`config.mk`:
```
export PLATFORM = sky130hd
export DESIGN_NAME = crtc_timing
export DESIGN_NICKNAME = d
export VERILOG_FILES = /design/src/rtl/crtc_pkg.sv /design/src/rtl/crtc_sync_pulse.sv /design/src/rtl/crtc_timing.sv
export SDC_FILE = /design/constraint.sdc
export NUM_CORES = 1
export LEC_CHECK = 0
export CAP_MARGIN = 10
export CORE_UTILIZATION = 39
export DETAILED_ROUTE_END_ITERATION = 7
export PLACE_DENSITY_LB_ADDON = 0.15
export SETUP_SLACK_MARGIN = 0.3
export SLEW_MARGIN = 20
export SYNTH_ARGS = -nofsm -noshare
export SYNTH_HDL_FRONTEND = slang
export SYNTH_SLANG_ARGS = --single-unit
```
`constraint.sdc`:
```
create_clock -name clk -period 7.5 [get_ports clk]
set_input_delay 1.5 -clock clk [delete_from_list [all_inputs] [get_ports clk]]
set_output_delay 1.5 -clock clk [all_outputs]
set_load 0.005 [all_outputs]
```
`src/rtl/crtc_pkg.sv`:
```
// Shared CRTC definitions: register indices, PET power-up register values,
// field widths, the raster state type and the HSYNC width decode.
package crtc_pkg;

  localparam int H_W        = 8;
  localparam int ROW_W      = 7;
  localparam int RA_W       = 5;
  localparam int ADJ_W      = 5;
  localparam int START_HI_W = 6;
  localparam int START_LO_W = 8;
  localparam int REG_IDX_W  = 5;
  localparam int HS_CNT_W   = 5;

  localparam logic [REG_IDX_W-1:0] R0_H_TOTAL     = 5'd0;
  localparam logic [REG_IDX_W-1:0] R1_H_DISPLAYED = 5'd1;
  localparam logic [REG_IDX_W-1:0] R2_HSYNC_POS   = 5'd2;
  localparam logic [REG_IDX_W-1:0] R3_SYNC_WIDTH  = 5'd3;
  localparam logic [REG_IDX_W-1:0] R4_V_TOTAL     = 5'd4;
  localparam logic [REG_IDX_W-1:0] R5_V_ADJUST    = 5'd5;
  localparam logic [REG_IDX_W-1:0] R6_V_DISPLAYED = 5'd6;
  localparam logic [REG_IDX_W-1:0] R7_VSYNC_POS   = 5'd7;
  localparam logic [REG_IDX_W-1:0] R8_INTERLACE   = 5'd8;
  localparam logic [REG_IDX_W-1:0] R9_MAX_SCAN    = 5'd9;
  localparam logic [REG_IDX_W-1:0] R10_CUR_START  = 5'd10;
  localparam logic [REG_IDX_W-1:0] R11_CUR_END    = 5'd11;
  localparam logic [REG_IDX_W-1:0] R12_START_HI   = 5'd12;
  localparam logic [REG_IDX_W-1:0] R13_START_LO   = 5'd13;

  // PET 40-column power-up values
  localparam logic [7:0] PET_R0  = 8'h31;
  localparam logic [7:0] PET_R1  = 8'h28;
  localparam logic [7:0] PET_R2  = 8'h29;
  localparam logic [7:0] PET_R3  = 8'h0F;
  localparam logic [7:0] PET_R4  = 8'h28;
  localparam logic [7:0] PET_R5  = 8'h05;
  localparam logic [7:0] PET_R6  = 8'h19;
  localparam logic [7:0] PET_R7  = 8'h21;
  localparam logic [7:0] PET_R8  = 8'h00;
  localparam logic [7:0] PET_R9  = 8'h07;
  localparam logic [7:0] PET_R10 = 8'h00;
  localparam logic [7:0] PET_R11 = 8'h00;
  localparam logic [7:0] PET_R12 = 8'h10;
  localparam logic [7:0] PET_R13 = 8'h00;

  typedef enum logic {
    ST_ACTIVE = 1'b0,
    ST_ADJUST = 1'b1
  } crtc_state_e;

  // A programmed HSYNC width of 0 means 16 characters
  function automatic logic [HS_CNT_W-1:0] hsync_width(input logic [3:0] w);
    return (w == 4'd0) ? 5'd16 : {1'b0, w};
  endfunction

endpackage

```
`src/rtl/crtc_sync_pulse.sv`:
```
// Load/countdown pulse generator. A trigger seen while idle loads the
// width; each step then counts down and the pulse is high while nonzero.
// Triggers arriving while a pulse is running are ignored, so a pulse is
// never cut short or stretched.
module crtc_sync_pulse #(
  parameter int CNT_W = 5
) (
  input  logic             clk,
  input  logic             reset,
  input  logic             step,
  input  logic             trig,
  input  logic [CNT_W-1:0] width,
  output logic             pulse
);

  logic [CNT_W-1:0] count_q, count_d;
  logic             pulse_q, pulse_d;

  // Next count: decrement a running pulse, otherwise load on trigger
  always_comb begin
    count_d = count_q;
    if (step) begin
      if (count_q != '0) begin
        count_d = count_q - CNT_W'(1);
      end else if (trig) begin
        count_d = width;
      end
    end
    pulse_d = (count_d != '0);
  end

  // Counter and registered pulse output
  always_ff @(posedge clk) begin
    if (reset) begin
      count_q <= '0;
      pulse_q <= 1'b0;
    end else begin
      count_q <= count_d;
      pulse_q <= pulse_d;
    end
  end

  assign pulse = pulse_q;

endmodule

```
`src/rtl/crtc_timing.sv`:
```
// MC6845-style raster timing for the PET video path. Converts live CRTC
// register values into MA/RA, display enable and sync pulses. Every output
// is registered and describes the position just entered on a cclk_en edge.
module crtc_timing
  import crtc_pkg::*;
#(
  parameter int VSYNC_LINES = 16,
  parameter int MA_WIDTH    = 14
) (
  input  logic                  clk,
  input  logic                  reset,
  input  logic                  cclk_en,
  input  logic [H_W-1:0]        r0_h_total,
  input  logic [H_W-1:0]        r1_h_displayed,
  input  logic [H_W-1:0]        r2_hsync_pos,
  input  logic [7:0]            r3_sync_width,
  input  logic [ROW_W-1:0]      r4_v_total,
  input  logic [ADJ_W-1:0]      r5_v_adjust,
  input  logic [ROW_W-1:0]      r6_v_displayed,
  input  logic [ROW_W-1:0]      r7_vsync_pos,
  input  logic [RA_W-1:0]       r9_max_scan,
  input  logic [START_HI_W-1:0] r12_start_hi,
  input  logic [START_LO_W-1:0] r13_start_lo,
  output logic [MA_WIDTH-1:0]   ma,
  output logic [RA_W-1:0]       ra,
  output logic                  de,
  output logic                  hsync,
  output logic                  vsync
);

  localparam int VS_CNT_W = $clog2(VSYNC_LINES + 1);

  crtc_state_e         state_q, state_d;
  logic                run_q, run_d;
  logic [H_W-1:0]      h_q, h_d;
  logic [RA_W-1:0]     ra_q, ra_d;
  logic [ROW_W-1:0]    row_q, row_d;
  logic [ADJ_W-1:0]    adj_q, adj_d;
  logic [MA_WIDTH-1:0] row_start_q, row_start_d;
  logic [MA_WIDTH-1:0] ma_q, ma_d;
  logic                de_q, de_d;

  logic                eol;
  logic                new_frame;
  logic                line_start;
  logic                h_step, h_trig, v_trig;
  logic                adj_last;
  logic [MA_WIDTH-1:0] start_addr;
  logic [HS_CNT_W-1:0] hs_width;
  logic [3:0]          unused_r3_hi;

  assign start_addr   = MA_WIDTH'({r12_start_hi, r13_start_lo});
  assign hs_width     = hsync_width(r3_sync_width[3:0]);
  assign unused_r3_hi = r3_sync_width[7:4];
  // A live R5 of 0 while adjusting ends the adjust period at once
  assign adj_last = (r5_v_adjust == '0) ||
                    (({1'b0, adj_q} + 6'd1) >= {1'b0, r5_v_adjust});

  // Raster position, address and enable for the next character position
  always_comb begin
    run_d       = run_q;
    state_d     = state_q;
    h_d         = h_q;
    ra_d        = ra_q;
    row_d       = row_q;
    adj_d       = adj_q;
    row_start_d = row_start_q;
    ma_d        = ma_q;
    de_d        = de_q;
    eol         = 1'b0;
    new_frame   = 1'b0;
    line_start  = 1'b0;
    h_step      = 1'b0;
    h_trig      = 1'b0;
    v_trig      = 1'b0;
    if (cclk_en) begin
      h_step = 1'b1;
      if (!run_q) begin
        // First character after reset enters frame position 0 directly
        run_d     = 1'b1;
        new_frame = 1'b1;
      end else begin
        eol  = (h_q == r0_h_total);
        h_d  = eol ? '0 : h_q + 8'd1;
        ma_d = ma_q + MA_WIDTH'(1);
        // Next row starts where this row's displayed span ends
        if ((state_q == ST_ACTIVE) && (h_q == r1_h_displayed) && (ra_q == r9_max_scan)) begin
          row_start_d = ma_q;
        end
        if (eol) begin
          ma_d = row_start_d;
          if (state_q == ST_ACTIVE) begin
            if (ra_q == r9_max_scan) begin
              ra_d = '0;
              if (row_q == r4_v_total) begin
                if (r5_v_adjust == '0) begin
                  new_frame = 1'b1;
                end else begin
                  state_d = ST_ADJUST;
                  adj_d   = '0;
                end
              end else begin
                row_d = row_q + 7'd1;
              end
            end else begin
              ra_d = ra_q + 5'd1;
            end
          end else begin
            if (adj_last) begin
              new_frame = 1'b1;
            end else begin
              adj_d = adj_q + 5'd1;
              ra_d  = (ra_q == r9_max_scan) ? '0 : ra_q + 5'd1;
            end
          end
        end
      end
      // Frame restart overrides any row/scanline advance
      if (new_frame) begin
        state_d     = ST_ACTIVE;
        h_d         = '0;
        ra_d        = '0;
        row_d       = '0;
        adj_d       = '0;
        row_start_d = start_addr;
        ma_d        = start_addr;
      end
      line_start = new_frame || eol;
      h_trig     = (h_d == r2_hsync_pos);
      v_trig     = (state_d == ST_ACTIVE) && (row_d == r7_vsync_pos) && (ra_d == '0);
      de_d       = (h_d < r1_h_displayed) && (state_d == ST_ACTIVE) && (row_d < r6_v_displayed);
    end
  end

  // Raster state registers
  always_ff @(posedge clk) begin
    if (reset) begin
      state_q     <= ST_ACTIVE;
      run_q       <= 1'b0;
      h_q         <= '0;
      ra_q        <= '0;
      row_q       <= '0;
      adj_q       <= '0;
      row_start_q <= '0;
      ma_q        <= '0;
      de_q        <= 1'b0;
    end else begin
      state_q     <= state_d;
      run_q       <= run_d;
      h_q         <= h_d;
      ra_q        <= ra_d;
      row_q       <= row_d;
      adj_q       <= adj_d;
      row_start_q <= row_start_d;
      ma_q        <= ma_d;
      de_q        <= de_d;
    end
  end

  crtc_sync_pulse #(
    .CNT_W (HS_CNT_W)
  ) u_hsync (
    .clk   (clk),
    .reset (reset),
    .step  (h_step),
    .trig  (h_trig),
    .width (hs_width),
    .pulse (hsync)
  );

  crtc_sync_pulse #(
    .CNT_W (VS_CNT_W)
  ) u_vsync (
    .clk   (clk),
    .reset (reset),
    .step  (line_start),
    .trig  (v_trig),
    .width (VS_CNT_W'(VSYNC_LINES)),
    .pulse (vsync)
  );

  assign ma = ma_q;
  assign ra = ra_q;
  assign de = de_q;

endmodule
```
Word-level counts from Yosys, hierarchy flattened
Index checks and enable logic that the tools add are counted.
{"block": "word_totals", "in_bits": 80, "word_cells": 116, "out_inout_bits": 22, "regBits": 68}
{"block": "classes", "n_lt_le_gt_ge": 3, "n_reduce_logical": 21, "muxes": 61, "n_bitwise": 2, "eq_ne": 8, "add_sub_neg": 8}
{"operator": "5-bit two-way mux", "count": 22}
{"operator": "14-bit two-way mux", "count": 6}
{"operator": "7-bit two-way mux", "count": 7}
{"operator": "8-bit two-way mux", "count": 4}
{"operator": "8-bit == test", "count": 3}
{"operator": "1-bit two-way mux", "count": 22}
{"operator": "5-bit nonzero test", "count": 4}
{"operator": "14-bit by 1-bit adder with 14-bit output (second input constant)", "count": 1}
{"operator": "7-bit == test", "count": 2}
{"operator": "5-bit by 1-bit adder with 5-bit output (second input constant)", "count": 2}
{"operator": "5-bit zero test", "count": 2}
{"operator": "5-bit by 1-bit subtractor with 5-bit output (second input constant)", "count": 2}
{"operator": "8-bit by 1-bit adder with 8-bit output (second input constant)", "count": 1}
{"operator": "8-bit < comparator", "count": 1}
{"operator": "7-bit by 1-bit adder with 7-bit output (second input constant)", "count": 1}
{"operator": "7-bit < comparator", "count": 1}
{"operator": "7-bit AND reduction", "count": 1}
{"operator": "5-bit by 1-bit adder with 6-bit output (second input constant)", "count": 1}
{"operator": "6-bit by 5-bit >= comparator with 1-bit output", "count": 1}
{"operator": "1-bit logical AND", "count": 6}
{"operator": "3-bit by 2-bit != test with 1-bit output (second input constant)", "count": 2}
{"operator": "3-bit nonzero test", "count": 2}
{"operator": "5-bit == test", "count": 1}
{"operator": "4-bit zero test", "count": 1}
{"operator": "other kinds (4)", "count": 7}

Logic depth before layout (Yosys ltp)
{"block": "logic_depth", "ltp_word": 18, "mapped_depth": 18, "depth_no_buf": 16}

Cells and area by module
Synthesis repeated with hierarchy kept, for this count alone.
{"block": "unflattened", "cells_unflattened": 674, "hier_area_um2": 5318.9}
{"mod": "crtc_timing", "area_per_inst_um2": 4538.1, "n_inst": 1, "cells_each": 586, "seq_area_each_um2": 1121.1}
{"mod": "crtc_sync_pulse", "area_per_inst_um2": 390.4, "n_inst": 2, "cells_each": 44, "seq_area_each_um2": 120.1}

Worst setup path after synthesis
Ideal clock, no wire load.
{"block": "synth_path", "path_type": "input-to-reg", "start": "input port r5_v_adjust[2]", "end": "register de_q (netlist: de)", "path_buffers": 2, "arrival_ns": 4.500, "required_ns": 7.430, "cell_stages": 16, "setup_ns": 0.070, "path_slack_ns": 2.930, "cell_sequence": "inv_1 > ha_1 > a211o_1 > a31oi_1 > o22ai_1 > a311oi_2 > nor2_1 > clkbuf_1 > buf_2 > a21oi_1 > ha_1 > a21boi_0 > o21ai_0 > a21oi_1 > or4_1 > a21oi_1"}
{"block": "synth_between", "elab_chain_cells": 13, "word_cells_on_any_way": 28, "cone_classes": "order compare: 3; mux: 20; bitwise: 1; reduce/logical: 4"}
{"item": "from (decl)", "line_no": "crtc_timing.sv:18", "rtl": "input logic [ADJ_W-1:0] r5_v_adjust,"}
{"item": "parallel branches: the longest is 12 deep, another holds 8-bit < comparator"}
{"item": "1-bit logical AND *", "line_no": "crtc_timing.sv:131", "rtl": "de_d = (h_d < r1_h_displayed) && (state_d == ST_ACTIVE) && (row_d < r6_v_displayed);"}
{"item": "to (signal assigned)", "line_no": "crtc_timing.sv:146", "rtl": "de_q <= 1'b0;"}
{"item": "to (signal assigned)", "line_no": "crtc_timing.sv:156", "rtl": "de_q <= de_d;"}
{"item": "to (decl)", "line_no": "crtc_timing.sv:41", "rtl": "logic de_q, de_d;"}
Every way passes the cells marked *. The select of a mux whose other input is x is not followed.
A chain may end at the register's enable or synchronous reset.

Worst setup path in the final report
{"block": "layout_path", "start": "input port r5_v_adjust[2]", "end": "register u_vsync.pulse_q (netlist: u_vsync.pulse)"}
{"block": "layout_between", "elab_chain_cells": 18, "word_cells_on_any_way": 39, "cone_classes": "order compare: 1; eq/ne: 1; mux: 29; bitwise: 1; reduce/logical: 7"}
{"item": "parallel branches: the longest is 16 deep, another holds 6-bit by 5-bit >= comparator with 1-bit output"}
{"item": "5-bit two-way mux *", "line_no": "crtc_sync_pulse.sv:22", "rtl": "if (step) begin"}
{"item": "5-bit nonzero test *", "line_no": "crtc_sync_pulse.sv:29", "rtl": "pulse_d = (count_d != '0);"}
{"item": "to (signal assigned)", "line_no": "crtc_sync_pulse.sv:39", "rtl": "pulse_q <= pulse_d;"}
{"item": "to (decl)", "line_no": "crtc_sync_pulse.sv:17", "rtl": "logic pulse_q, pulse_d;"}
Marks and branches as above.

==> flow_metrics.env <==
export IMPL_status="finished clean"
export IMPL_arrival_time_at_the_worst_endpoint_ns=5.47
export IMPL_postPlaceCellArea_um2=6170
export IMPL_io_pins=102
export IMPL_timing_critical_path_from_type="primary input"
export IMPL_slew_headroom_pct=29.1
export IMPL_end_point_of_the_most_critical_hold_path="de"
export IMPL_start_util_pct=40.3
export IMPL_first_global_vias=5076
export IMPL_die_y_um=117
export IMPL_synth_cell_type_count=63
export IMPL_synth_cell_area_um2=5150
export IMPL_final_area_um2=6450
export IMPL_netlist_instances=680
export IMPL_fin_crit_sh_pct=70.6
export IMPL_max_slew_worst_pin_slew_ns=1.06
export IMPL_power_density_cell_area_nw_per_um2=189
export IMPL_timing_critical_path_required_ns=7.68
export IMPL_post_cts_resize_count=0
export IMPL_timing_hold_worst_path_depth=2
export IMPL_post_cts_setup_buffer_count=0
export IMPL_detailroute_via_count=5316
export IMPL_place_inst=911
export IMPL_fin_setup_tns_ns=0
export IMPL_io_buffer_count=97
export IMPL_grt_overflow_total=0
export IMPL_synth_net_count=785
export IMPL_drive_gt1_share_pct=4.77
export IMPL_drt_pass1_iter_count=5
export IMPL_globalRouteTotalUtil_pct=23.0
export IMPL_fin_worst_skew_ns=0.00735
export IMPL_core_area_um2=12800
export IMPL_clock_sinks=68
export IMPL_detail_route_wl_per_cell_um=16.2
export IMPL_achievable_frequency_ghz=0.189
export IMPL_r2r_worst_path_cells=13
export IMPL_tritoncts="done"
export IMPL_cts_path_max_buffers=2
export IMPL_route_antenna_remaining_nets=0
export IMPL_layout_min_cycle_time_ns=5.30
export IMPL_asyncSetResetFlopFracSynth_pct=0
export IMPL_worst_r2r_startpoint="adj_q[0]"
export IMPL_num_antenna_cells=0
export IMPL_initial_antenna_violation_count=0
export IMPL_synth_enable_flop_cells=0
export IMPL_die_width_um=117
export IMPL_synthToLayoutAreaGrowth_pct=25.3
export IMPL_final_cells=926
export IMPL_hold_path_class="flop to flop"
export IMPL_static_leak_uw=0.00247
export IMPL_layout_cells_most_common="sky130_fd_sc_hd__nor2_1"
export IMPL_worst_r2r_setup_slack_ns=3.09
export IMPL_cts_hold_repair_buffers=0
export IMPL_mean_instance_size_in_the_synthesized_netlist_um2=7.58
export IMPL_synth_ff_latch_count=68
export IMPL_nNetsFinal=855
export IMPL_die_area_um2=13700
export IMPL_drc=0
export IMPL_dp_hpwl_um=10800
export IMPL_final_cell_mix="101 x sky130_fd_sc_hd__nor2_1, 95 x sky130_fd_sc_hd__clkdlybuf4s50_1, 68 x sky130_fd_sc_hd__dfxtp_1, 40 x sky130_fd_sc_hd__nand2_1, 40 x sky130_fd_sc_hd__a21oi_1"
export IMPL_hp_start="de"
export IMPL_critical_path_class="primary input to flop"
export IMPL_cts_clk_slew_worst_paths_ns=0.05
export IMPL_drt_iter0_markers=417
export IMPL_clock_tree_root_cell="sky130_fd_sc_hd__clkbuf_16"
export IMPL_gp_routability_congestion=0.835
export IMPL_critical_path_reg2reg_endpoint="u_vsync.pulse"
export IMPL_cts_inserted_buffers=9
export IMPL_placement_rows=41
export IMPL_peakVddDrop_v=0.000119
export IMPL_vias_per_cell=5.74
export IMPL_finalSetupViolCount=0
export IMPL_grt_max_degree=69
export IMPL_cp_end_kind="flop"
export IMPL_ys_warn_count=0
export IMPL_timing_final_hold_violations=0
export IMPL_htreeDepth=3
export IMPL_maxCapViolations=0
export IMPL_grt_pass1_wl_um=24500
export IMPL_final_core_util_pct=50.5
export IMPL_clkLatencyLatePin_ns=0.33
export IMPL_ys_dominant_reg_cell="sky130_fd_sc_hd__dfxtp_1"
export IMPL_slew_violations=0
export IMPL_share_of_the_yosys_chip_area_belonging_to_registers_pct=26.4
export IMPL_crit_fanout=22
export IMPL_detail_route_wirelength_um=15000
export IMPL_grt_setup_unrepaired="false"
-- registers in the layout, indices dropped and copies added (netlist names), 5 cells and up --
name and cells:
adj_q 5, u_hsync.count_q 5, h_q 8, u_vsync.count_q 5, ra 5, row_q 7, row_start_q 14, ma 14
-- worst max-delay path, cell delays in order --
cell and delay, ns:
sky130_fd_sc_hd__clkdlybuf4s50_1 0.47, sky130_fd_sc_hd__inv_1 0.05, sky130_fd_sc_hd__ha_1 0.30, sky130_fd_sc_hd__a211o_1 0.29, sky130_fd_sc_hd__a31oi_1 0.18, sky130_fd_sc_hd__o22ai_1 0.16, sky130_fd_sc_hd__a311oi_2 0.55, sky130_fd_sc_hd__nand2b_1 0.89
sky130_fd_sc_hd__nor2_1 0.14, sky130_fd_sc_hd__nor4_2 0.39, sky130_fd_sc_hd__a31oi_1 0.19, sky130_fd_sc_hd__o31ai_2 0.24, sky130_fd_sc_hd__o211ai_1 0.12
-- through the flow --
step,hold slack (ns),worst slack [ns],total power [uW]
3_5_place_dp,0.461,1.93,805
3_3_place_gp,0.454,1.99,792
2_1_floorplan,0.453,2.93,679
6_report,0.474,2.20,1220
5_1_grt,0.503,1.88,1300
4_1_cts,0.468,2.27,1230
-- cell families (layout without fill, tap and decap cells) --
logic type               count (synthesis)  count (layout)  synth area share [%]
AND/OR/NAND/NOR                        262             262                  25.4
AO/OA/AOI/OAI                          174             174                  22.0
buffers and inverters                   79             153                  6.48
flip-flops                              68              68                  26.4
XOR/XNOR                                53              53                  9.88
adder cells (fa/ha/maj)                 25              25                  6.07
multiplexers                            19              19                  3.69
-- worst max path at each step --
stage	from	endpoint	slack [ns]	depth (start not counted)
final	r5_v_adjust[2]	u_vsync.pulse	2.20	13
after global routing	r5_v_adjust[2]	u_vsync.pulse	1.88	13
after CTS	r5_v_adjust[2]	de	2.27	16
after detailed placement	r5_v_adjust[2]	u_vsync.pulse	1.93	13
after global placement	r5_v_adjust[2]	u_vsync.pulse	1.99	13
after floorplan	r5_v_adjust[2]	de	2.93	16
-- area by class of cell --
type	count	area [um^2]
Inverter	37	139
Sequential cell	68	1360
Tap cell	172	215
Fill cell	1217	6320
Clock inverter	2	35.0
Clock buffer	13	250
Timing Repair Buffer	101	991
Multi-Input combinational cell	533	3460
-- layer usage --
metal  global-route usage [%]  up-vias  part of all wire, %
met5                        0        -                    0
met3                     3.24       23                  6.1
li1                         -     2607                    -
met4                     8.52        0                  1.9
met1                     30.8     2519                   46
met2                     37.6      167                   46
-- where the power goes --
group | internal (uW) | switching [uW]
sequential | 399 | 37.2
combinational | 167 | 198
clock | 264 | 152
total | 831 | 387
-- Yosys cell counts, drive strengths merged (11+ instances only) --
cell type | number | area, um^2
nand4 | 17 | 106
buf | 19 | 109
dfxtp | 68 | 1360
xor2 | 20 | 175
clkbuf | 23 | 86.3
o22ai | 18 | 113
nor3 | 20 | 105
nand2b | 11 | 68.8
a211oi | 19 | 143
nand2 | 41 | 161
ha | 25 | 313
inv | 36 | 135
a21oi | 41 | 205
mux2i | 19 | 190
nor2 | 102 | 383
xnor2 | 33 | 334
nand3 | 21 | 110
o21ai | 39 | 195
Note: power is estimated with default switching activity, not from simulation.
